**src/rtl/rf_wb_pkg.sv**
```systemverilog
`default_nettype none
// ============================================================================
// Module   : rf_wb_pkg
// Brief    : Shared widths and queue entry type for the register-file
//            writeback queue.
// Revision : 1.0
// ============================================================================
package rf_wb_pkg;

    localparam int AW = 5;
    localparam int DW = 32;

    // "reg" is a keyword, so the destination register field is named addr.
    typedef struct packed {
        logic [AW-1:0] addr;
        logic [DW-1:0] data;
    } rf_wb_entry_t;

endpackage
`default_nettype wire

```
**src/rtl/rf_wb_fifo.sv**
```systemverilog
`default_nettype none
// ============================================================================
// Module   : rf_wb_fifo
// Brief    : 2-push / 1-pop circular buffer; pops the head whenever non-empty.
// Revision : 1.0
// ============================================================================
module rf_wb_fifo
    import rf_wb_pkg::*;
#(
    parameter  int DEPTH = 4,
    localparam int PW    = $clog2(DEPTH),
    localparam int CW    = PW + 1
) (
    input  logic                         clk,
    input  logic                         rst,
    input  logic                         i_wr0_en,
    input  rf_wb_entry_t                 i_wr0,
    input  logic                         i_wr1_en,
    input  rf_wb_entry_t                 i_wr1,
    output logic [CW-1:0]                o_count,
    output rf_wb_entry_t                 o_head,
    output rf_wb_entry_t [DEPTH-1:0]     o_entries,
    output logic [DEPTH-1:0]             o_valid
);

    rf_wb_entry_t [DEPTH-1:0] r_mem;
    logic [PW-1:0]            r_head;
    logic [PW-1:0]            r_tail;
    logic [CW-1:0]            r_count;
    logic [PW-1:0]            w_tail1;
    logic                     w_pop;

    assign w_pop   = (r_count != '0);
    assign w_tail1 = r_tail + PW'(1);

    // i_wr1 is only ever used together with i_wr0, so it lands one past the tail.
    always_ff @(posedge clk) begin
        if (i_wr0_en) begin
            r_mem[r_tail] <= i_wr0;
        end
        if (i_wr1_en) begin
            r_mem[w_tail1] <= i_wr1;
        end
    end

    always_ff @(posedge clk or posedge rst) begin
        if (rst) begin
            r_head  <= '0;
            r_tail  <= '0;
            r_count <= '0;
        end else begin
            r_tail  <= r_tail + PW'(i_wr0_en) + PW'(i_wr1_en);
            r_head  <= r_head + PW'(w_pop);
            r_count <= r_count + CW'(i_wr0_en) + CW'(i_wr1_en) - CW'(w_pop);
        end
    end

    assign o_count   = r_count;
    assign o_head    = r_mem[r_head];
    assign o_entries = r_mem;

    // A slot is occupied when its distance from the head is below the count.
    generate
        for (genvar i = 0; i < DEPTH; i++) begin : g_valid
            logic [PW-1:0] w_off;
            assign w_off      = PW'(i) - r_head;
            assign o_valid[i] = ({1'b0, w_off} < r_count);
        end
    endgenerate

endmodule
`default_nettype wire

```
**src/rtl/rf_wb_queue.sv**
```systemverilog
`default_nettype none
// ============================================================================
// Module   : rf_wb_queue
// Brief    : Merges load and ALU writebacks into an in-order queue drained onto
//            the register file write port; flags reads of pending registers.
// Revision : 1.0
// ============================================================================
module rf_wb_queue
    import rf_wb_pkg::*;
#(
    parameter int DEPTH = 4,
    parameter int AW    = rf_wb_pkg::AW,
    parameter int DW    = rf_wb_pkg::DW
) (
    input  logic          clk,
    input  logic          reset,
    input  logic          ld_valid,
    input  logic [AW-1:0] ld_reg,
    input  logic [DW-1:0] ld_data,
    output logic          ld_ready,
    input  logic          alu_valid,
    input  logic [AW-1:0] alu_reg,
    input  logic [DW-1:0] alu_data,
    output logic          alu_ready,
    output logic [AW-1:0] WriteReg,
    output logic [DW-1:0] WD,
    output logic          RorW,
    input  logic [AW-1:0] chk_a1,
    input  logic [AW-1:0] chk_a2,
    output logic          hazard
);

    localparam int CW = $clog2(DEPTH) + 1;

    logic [CW-1:0]            w_count;
    logic [CW-1:0]            w_free;
    logic                     w_ld_push;
    logic                     w_alu_push;
    rf_wb_entry_t             w_ld_ent;
    rf_wb_entry_t             w_alu_ent;
    rf_wb_entry_t             w_wr0;
    rf_wb_entry_t             w_head;
    rf_wb_entry_t [DEPTH-1:0] w_entries;
    logic [DEPTH-1:0]         w_valid;
    logic                     w_hazard;

    // Space is judged on registered occupancy only; the pop this cycle does not count.
    assign w_free    = CW'(DEPTH) - w_count;
    assign ld_ready  = (w_free != '0);
    assign alu_ready = ld_valid ? (w_free >= CW'(2)) : (w_free != '0);

    // Writes to r0 are acknowledged but dropped, and never take a slot.
    assign w_ld_push  = ld_valid  & ld_ready  & (ld_reg  != '0);
    assign w_alu_push = alu_valid & alu_ready & (alu_reg != '0);

    assign w_ld_ent  = '{addr: ld_reg,  data: ld_data};
    assign w_alu_ent = '{addr: alu_reg, data: alu_data};
    assign w_wr0     = w_ld_push ? w_ld_ent : w_alu_ent;

    rf_wb_fifo #(
        .DEPTH (DEPTH)
    ) u_fifo (
        .clk       (clk),
        .rst       (reset),
        .i_wr0_en  (w_ld_push | w_alu_push),
        .i_wr0     (w_wr0),
        .i_wr1_en  (w_ld_push & w_alu_push),
        .i_wr1     (w_alu_ent),
        .o_count   (w_count),
        .o_head    (w_head),
        .o_entries (w_entries),
        .o_valid   (w_valid)
    );

    assign RorW     = (w_count != '0);
    assign WriteReg = RorW ? w_head.addr : '0;
    assign WD       = RorW ? w_head.data : '0;

    always_comb begin
        w_hazard = 1'b0;
        for (int i = 0; i < DEPTH; i++) begin
            if (w_valid[i] &&
                (((w_entries[i].addr == chk_a1) && (chk_a1 != '0)) ||
                 ((w_entries[i].addr == chk_a2) && (chk_a2 != '0)))) begin
                w_hazard = 1'b1;
            end
        end
    end

    assign hazard = w_hazard;

endmodule
`default_nettype wire

```
**config.mk**
```make
export PLATFORM = sky130hd
export DESIGN_NAME = rf_wb_queue
export DESIGN_NICKNAME = d
export VERILOG_FILES = /design/src/rtl/rf_wb_pkg.sv /design/src/rtl/rf_wb_fifo.sv /design/src/rtl/rf_wb_queue.sv
export SDC_FILE = /design/constraint.sdc
export NUM_CORES = 1
export LEC_CHECK = 0
export ABC_CLOCK_PERIOD_IN_PS = 5800
export CAP_MARGIN = 20
export CORE_UTILIZATION = 55
export DETAILED_ROUTE_END_ITERATION = 10
export GPL_TIMING_DRIVEN = 0
export PLACE_DENSITY_LB_ADDON = 0.15
export SETUP_SLACK_MARGIN = 0.15
export SLEW_MARGIN = 10
export SYNTH_ARGS = -nofsm -noshare
export SYNTH_HDL_FRONTEND = slang
export SYNTH_HIERARCHICAL = 1
export SYNTH_SLANG_ARGS = --single-unit
export TNS_END_PERCENT = 1
```
**constraint.sdc**
```tcl
create_clock -name clk -period 5.8 [get_ports clk]
set_input_delay 1.74 -clock clk [delete_from_list [all_inputs] [get_ports clk]]
set_output_delay 1.74 -clock clk [all_outputs]
set_load 0.02 [all_outputs]
```
# Word level (Yosys, flattened, before mapping)
# Index checks and enable logic that the tools add are counted.
# op_classes
shift	0
n_lt_le_gt_ge	10
addsub	12
eq_ne	8
reduce_logical	24
muxes	18
n_mul	0
n_div	0
bitwise_logic	6
# op_table
cell	n
bitwise mux 148 bit	2
two-way mux 148 bit	2
demux 37 bit (select 2 bit)	2
two-way mux 37 bit	4
binary-select mux 37 bit (select 2 bit)	1
== test 5 bit	8
two-way mux 32 bit	1
nonzero test 5 bit	4
logical AND 1 bit	14
less-than comparator 2 x 3 -> 1 bit	4
less-than comparator 2 x 3 -> 1 bit, second input constant	3
adder 2 x 1 -> 2 bit	3
adder 3 x 1 -> 3 bit	2
nonzero test 3 bit	2
bitwise AND 1 bit	5
two-way mux 1 bit	5
two-way mux 5 bit	1
greater-or-equal comparator 2 x 1 -> 1 bit, second input constant	2
logical OR 1 bit	4
subtractor 1 x 2 -> 2 bit, first input constant	2
subtractor 2 bit, first input constant	2
greater-or-equal comparator 3 x 2 -> 1 bit, second input constant	1
subtractor 3 x 1 -> 3 bit	1
subtractor 3 bit, first input constant	1
other kinds (2)	2
# word_totals
mem_bits_ro	0
elab_cells	89
ff_bits	155
mem_bits_rw	0
latchBits	0
input_bits	88
output_inout_bits	41
n_memories	0

# Depth between registers and ports, before layout
# depth
word_depth	9
depth_mapped	18
ltp_nobuf	14

# Hierarchy
# The synthesis kept the hierarchy.
# by_module_without_submodules
mod	seq_area_each_um2	area_each_um2	cells_per_inst	n_inst
rf_wb_fifo	3138.0	8753.4	878	1
rf_wb_queue	0.0	1356.3	183	1

# Worst setup path before layout
# Ideal clock, no wire load.
# synth_timing
path_type	input-to-output
startpoint	in chk_a2[1]
endpoint	out hazard
path_slack_ns	1.017
t_arrival_ns	3.043
n_path_buf	1
required_ns	4.060
cell_stages	6
cell_sequence	buf_2 or4_1 nor2_1 nor4_1 o21ai_0 nand4_1
# synth_via
elab_chain_cells	8
elab_cells_between_ends	21
classes_between	4 x eq/ne; 4 x mux; 13 x reduce/logical
# synth_lines
item	line_no	source
from (decl)	rf_wb_queue.sv:29	input logic [AW-1:0] chk_a2,
== test 5 bit / nonzero test 5 bit (equally long branches)	rf_wb_queue.sv:84	((w_entries[i].addr == chk_a2) && (chk_a2 != '0)))) begin
logical AND 1 bit	rf_wb_queue.sv:84	
logical OR 1 bit	rf_wb_queue.sv:83	(((w_entries[i].addr == chk_a1) && (chk_a1 != '0)) ||
logical AND 1 bit	rf_wb_queue.sv:82	if (w_valid[i] &&
two-way mux 1 bit (3 in a row)	rf_wb_queue.sv:82	
two-way mux 1 bit *	rf_wb_queue.sv:82	
to (decl)	rf_wb_queue.sv:30	output logic hazard
# Every way passes the cells marked *; elsewhere a longest branch is shown, timed or not.

# Final worst setup path
# layout_timing
startpoint	in ld_valid
endpoint	reg u_fifo.r_count[2], in the netlist u_fifo/o_count[2]
# layout_via
elab_chain_cells	7
elab_cells_between_ends	10
classes_between	3 x add/sub; 1 x mux; 6 x bitwise
# layout_lines
item	line_no	source
from (decl)	rf_wb_queue.sv:17	input logic ld_valid,
two-way mux 1 bit	rf_wb_queue.sv:50	assign alu_ready = ld_valid ? (w_free >= CW'(2)) : (w_free != '0);
bitwise AND 1 bit (2 in a row)	rf_wb_queue.sv:54	assign w_alu_push = alu_valid & alu_ready & (alu_reg != '0);
OR 1 bit	rf_wb_queue.sv:65	.i_wr0_en (w_ld_push | w_alu_push),
adder 3 x 1 -> 3 bit	rf_wb_fifo.sv:54	r_count <= r_count + CW'(i_wr0_en) + CW'(i_wr1_en) - CW'(w_pop);
adder 3 x 1 -> 3 bit *	rf_wb_fifo.sv:54	
subtractor 3 x 1 -> 3 bit *	rf_wb_fifo.sv:54	
to (signal assigned)	rf_wb_fifo.sv:54	
to (decl)	rf_wb_fifo.sv:29	logic [CW-1:0] r_count;
# Marked as above.

==> metrics.json <==
{
  "detailed_routing": {
    "routed_via_density": 6.72,
    "detail_route.wirelength_um": 33200,
    "num_vias": 9671,
    "drc": 0,
    "first_pass_iters": 7,
    "detail_route.wl_per_cell_um": 23.0,
    "initialDrtViolationCount": 1041,
    "antenna_violating_nets_post_route": 0
  },
  "clock_network": {
    "cts_buffers": 17,
    "cts_num_sinks": 155,
    "root_cell_of_the_clock_tree": "clkbuf_16",
    "cts.repair_timing.setup_buffer_count": 0,
    "clkSlewWorstSetupHoldPaths_ns": 0.06,
    "clk_path_buf_depth": 2,
    "tritoncts": "done",
    "worstSkewPairLatency_ns": 0.43,
    "cts.repair.resized": 0,
    "h-tree-depth": 4,
    "cts.hold.buffers_added": 0
  },
  "floorplanning": {
    "floorplan.die.height_um": 138,
    "floorplan.die_area_um2": 18900,
    "floorplan_row_count": 49,
    "initial_standard_cell_utilization_of_the_core": 0.563,
    "boundaryPins": 129,
    "floorplan.die.width_um": 138,
    "core_area_um2": 18000
  },
  "critical_path": {
    "crit_required_ns": 6.11,
    "regToRegStartpoint": "u_fifo/o_count[0]",
    "crit_slowest_cell": "clkdlybuf4s50_1",
    "critPathMostFrequentCell": "buf_6",
    "kind_of_start_point_of_the_critical_path": "input port",
    "timing.critical_path.cells": "clkdlybuf4s50_1, nor2b_2, o21ai_2, buf_6, buf_6, nor2_1, buf_6, buf_2, buf_2, inv_1, ha_1, xnor2_1, ha_1, a21o_1, fa_1, xnor2_1",
    "critPathLaunch": "ld_valid",
    "largest_fanout_on_the_critical_path": 10,
    "crit_path_max_incr_delay_ns": 0.50,
    "cp-end-kind": "flip-flop",
    "cp_data_arrival_time_ns": 5.76,
    "critical_path.n_buffers_inverters": 7,
    "critPathKind": "input port to flip-flop",
    "cp_top_family": "buffers and inverters"
  },
  "sta": {
    "grt_setup_unrepaired": "false",
    "setup-violations-final": 0,
    "clock-skew-final_ns": 0.00726,
    "final_layout_setup_total_negative_slack_ns": 0,
    "finalWorstSetupSlack_ns": 0.351,
    "max-slew-margin-rel": 0.497,
    "period_needed_ns": 5.45,
    "tightestPinTransition_ns": 0.754,
    "fmaxAchievable_mhz": 184,
    "finalHoldViolations": 0,
    "report.final.slew_viol_count": 0,
    "timing.final.crit_share": 0.940
  },
  "synth": {
    "synth_seq_area_share": 0.310,
    "top_flip_flop_cell_by_instance_count_after_synthesis": "dfxtp_1",
    "synth.cell_area_um2": 10100,
    "async_reset_ff_frac": 0.0452,
    "synthDistinctLibCells": 46,
    "ys.warnings.count": 6,
    "post_synth.cell_area_avg_um2": 9.53,
    "number_of_synthesized_register_bits": 155,
    "nets_in_the_synthesized_netlist": 1162,
    "post_synth_inst_count": 1061,
    "count_of_flip_flops_with_a_built_in_enable_after_synthesis": 0
  },
  "worst_hold_path": {
    "hp-start": "u_fifo/r_head[0]",
    "hp-class": "flip-flop to flip-flop"
  },
  "power": {
    "power-per-cell-area_nw_per_um2": 702,
    "share_comb_of_total_power": 0.605,
    "p_sw_uw": 3780,
    "pwr-share-clk": 0.137,
    "sw_frac_of_total": 0.441,
    "sequentialPowerShare": 0.258,
    "static-leakage-power_uw": 0.00453,
    "irDropWorstVdd_mv": 0.454,
    "internal_power_uw": 4780
  },
  "global_routing": {
    "antenna_found_initial": 0,
    "remaining_global_route_overflow": 0,
    "grt_pass1_vias": 9427,
    "grt_max_degree": 17,
    "all_layer_gr_usage": 0.363,
    "first_pass_grt_wire_length_um": 51700
  },
  "job": {
    "timing.max_cap.violations": 0
  },
  "placed_design": {
    "dpl.hpwl_um": 22600,
    "placer_s_final_routability_congestion_estimate": 0.886,
    "preCtsSetupSlack_ns": -0.146,
    "port_buffers": 118
  },
  "final_layout": {
    "multi_input_gate_area_um2": 6310,
    "layout.filler_cells": 1488,
    "finalNetCount": 1299,
    "final-seq-area_um2": 3140,
    "drive_above_1_share": 0.155,
    "antenna-diode-count": 0,
    "areaGrowthSynthToFinish_pct": 20.6
  },
  "run_status": {
    "status": "finished, final reports clean"
  }
}
==> area by class of cell <==
type	count	share of cell area
sequential	155	0.257
tap	229	0.0235
inverter	12	0.00369
clock buffer	23	0.0418
timing repair buffer	118	0.0968
buffer	111	0.0507
multi-input combinational	783	0.517
clock inverter	9	0.00882
==> sequential cells by signal, summed over array words and instances (netlist names) <==
name,flops
u_fifo/r_tail,2
u_fifo/o_count,3
u_fifo/r_head,2
u_fifo/o_entries,148
==> routing by layer <==
layer  vias to the layer above  global-route usage  wire (um)
met3                        76              0.0806       3430
met5                         -                   0          0
li1                       4267                   -          -
met4                         0               0.171        855
met1                      4686               0.484      13700
met2                       642               0.556      15200
==> power groups by stage <==
| stage | Sequential (uW) | Combinational, uW | Clock (uW) |
|---|---|---|---|
| after detailed placement | 2190 | 5070 | 0 |
| after floorplan | 2030 | 3540 | 0 |
| after global routing | 2270 | 5550 | 1220 |
| after global placement | 2170 | 4970 | 0 |
| final | 2210 | 5180 | 1170 |
| after CTS | 2180 | 5100 | 1180 |
==> cell usage after synthesis (16+ instances only) <==
cell type	instances	area share
mux4_2	37	0.082
dfxtp_1	148	0.29
o211ai_1	109	0.081
o21ai_1	75	0.037
mux2i_1	114	0.11
o21ai_0	145	0.072
nand2_1	16	0.0059
xnor2_1	26	0.023
nand3b_1	72	0.053
xor2_1	20	0.017
buf_2	48	0.024
nor2b_1	41	0.025
clkbuf_1	33	0.012
or3b_1	28	0.024
mux2_2	29	0.032
==> per-stage QoR <==
| step | hold WS, ns | cells | util | area [um^2] | total power, uW |
|---|---|---|---|---|---|
| after detailed placement | 0.518 | 1408 | 0.644 | 11600 | 7260 |
| after global routing | 0.553 | 1440 | 0.679 | 12200 | 9030 |
| after floorplan | 0.477 | 1061 | - | 10100 | 5560 |
| after CTS | 0.531 | 1440 | 0.679 | 12200 | 8460 |
| final | 0.526 | 1440 | 0.679 | 12200 | 8560 |
| after global placement | 0.484 | 1408 | 0.644 | 11600 | 7140 |
==> cells in the final DEF, fill, tap and decap left out, types with 16 or more instances in the layout <==
master,n
mux2i_1,114
o211ai_1,109
o21ai_1,75
xnor2_1,26
dfxtp_1,148
clkbuf_16,18
nand2_1,16
mux2_2,29
o21ai_0,145
nand3b_1,72
clkbuf_1,34
nor2b_1,40
xor2_1,20
clkdlybuf4s50_1,118
mux4_2,37
buf_2,48
or3b_1,28
==> final timing paths <==
kind	depth (start not counted)	slack (ns)	endpoint
setup / recovery	16	0.35	u_fifo/o_count[2]
hold / removal	1	0.53	u_fifo/r_head[0]
setup reg to reg	18	1.19	u_fifo/o_count[2]
hold reg to reg	1	0.53	u_fifo/r_head[0]
max in group asynchronous	2	3.97	u_fifo/r_tail[0]
min in group asynchronous	2	1.57	u_fifo/r_tail[1]
==> kinds of logic (layout without fill, tap and decap cells) <==
| kind of cell | count (synthesis) | in the layout | share of synthesized area |
|---|---|---|---|
| AOI/OAI and AO/OA | 342 | 342 | 0.200 |
| DFF | 155 | 155 | 0.310 |
| xor gates and xnor gates | 46 | 46 | 0.0399 |
| muxes | 183 | 183 | 0.231 |
| adders and majority gates | 13 | 13 | 0.0176 |
| buffers and inverters | 123 | 273 | 0.0656 |
| and+or+nand+nor | 199 | 199 | 0.136 |
Note: power is estimated with default switching activity, not from simulation.
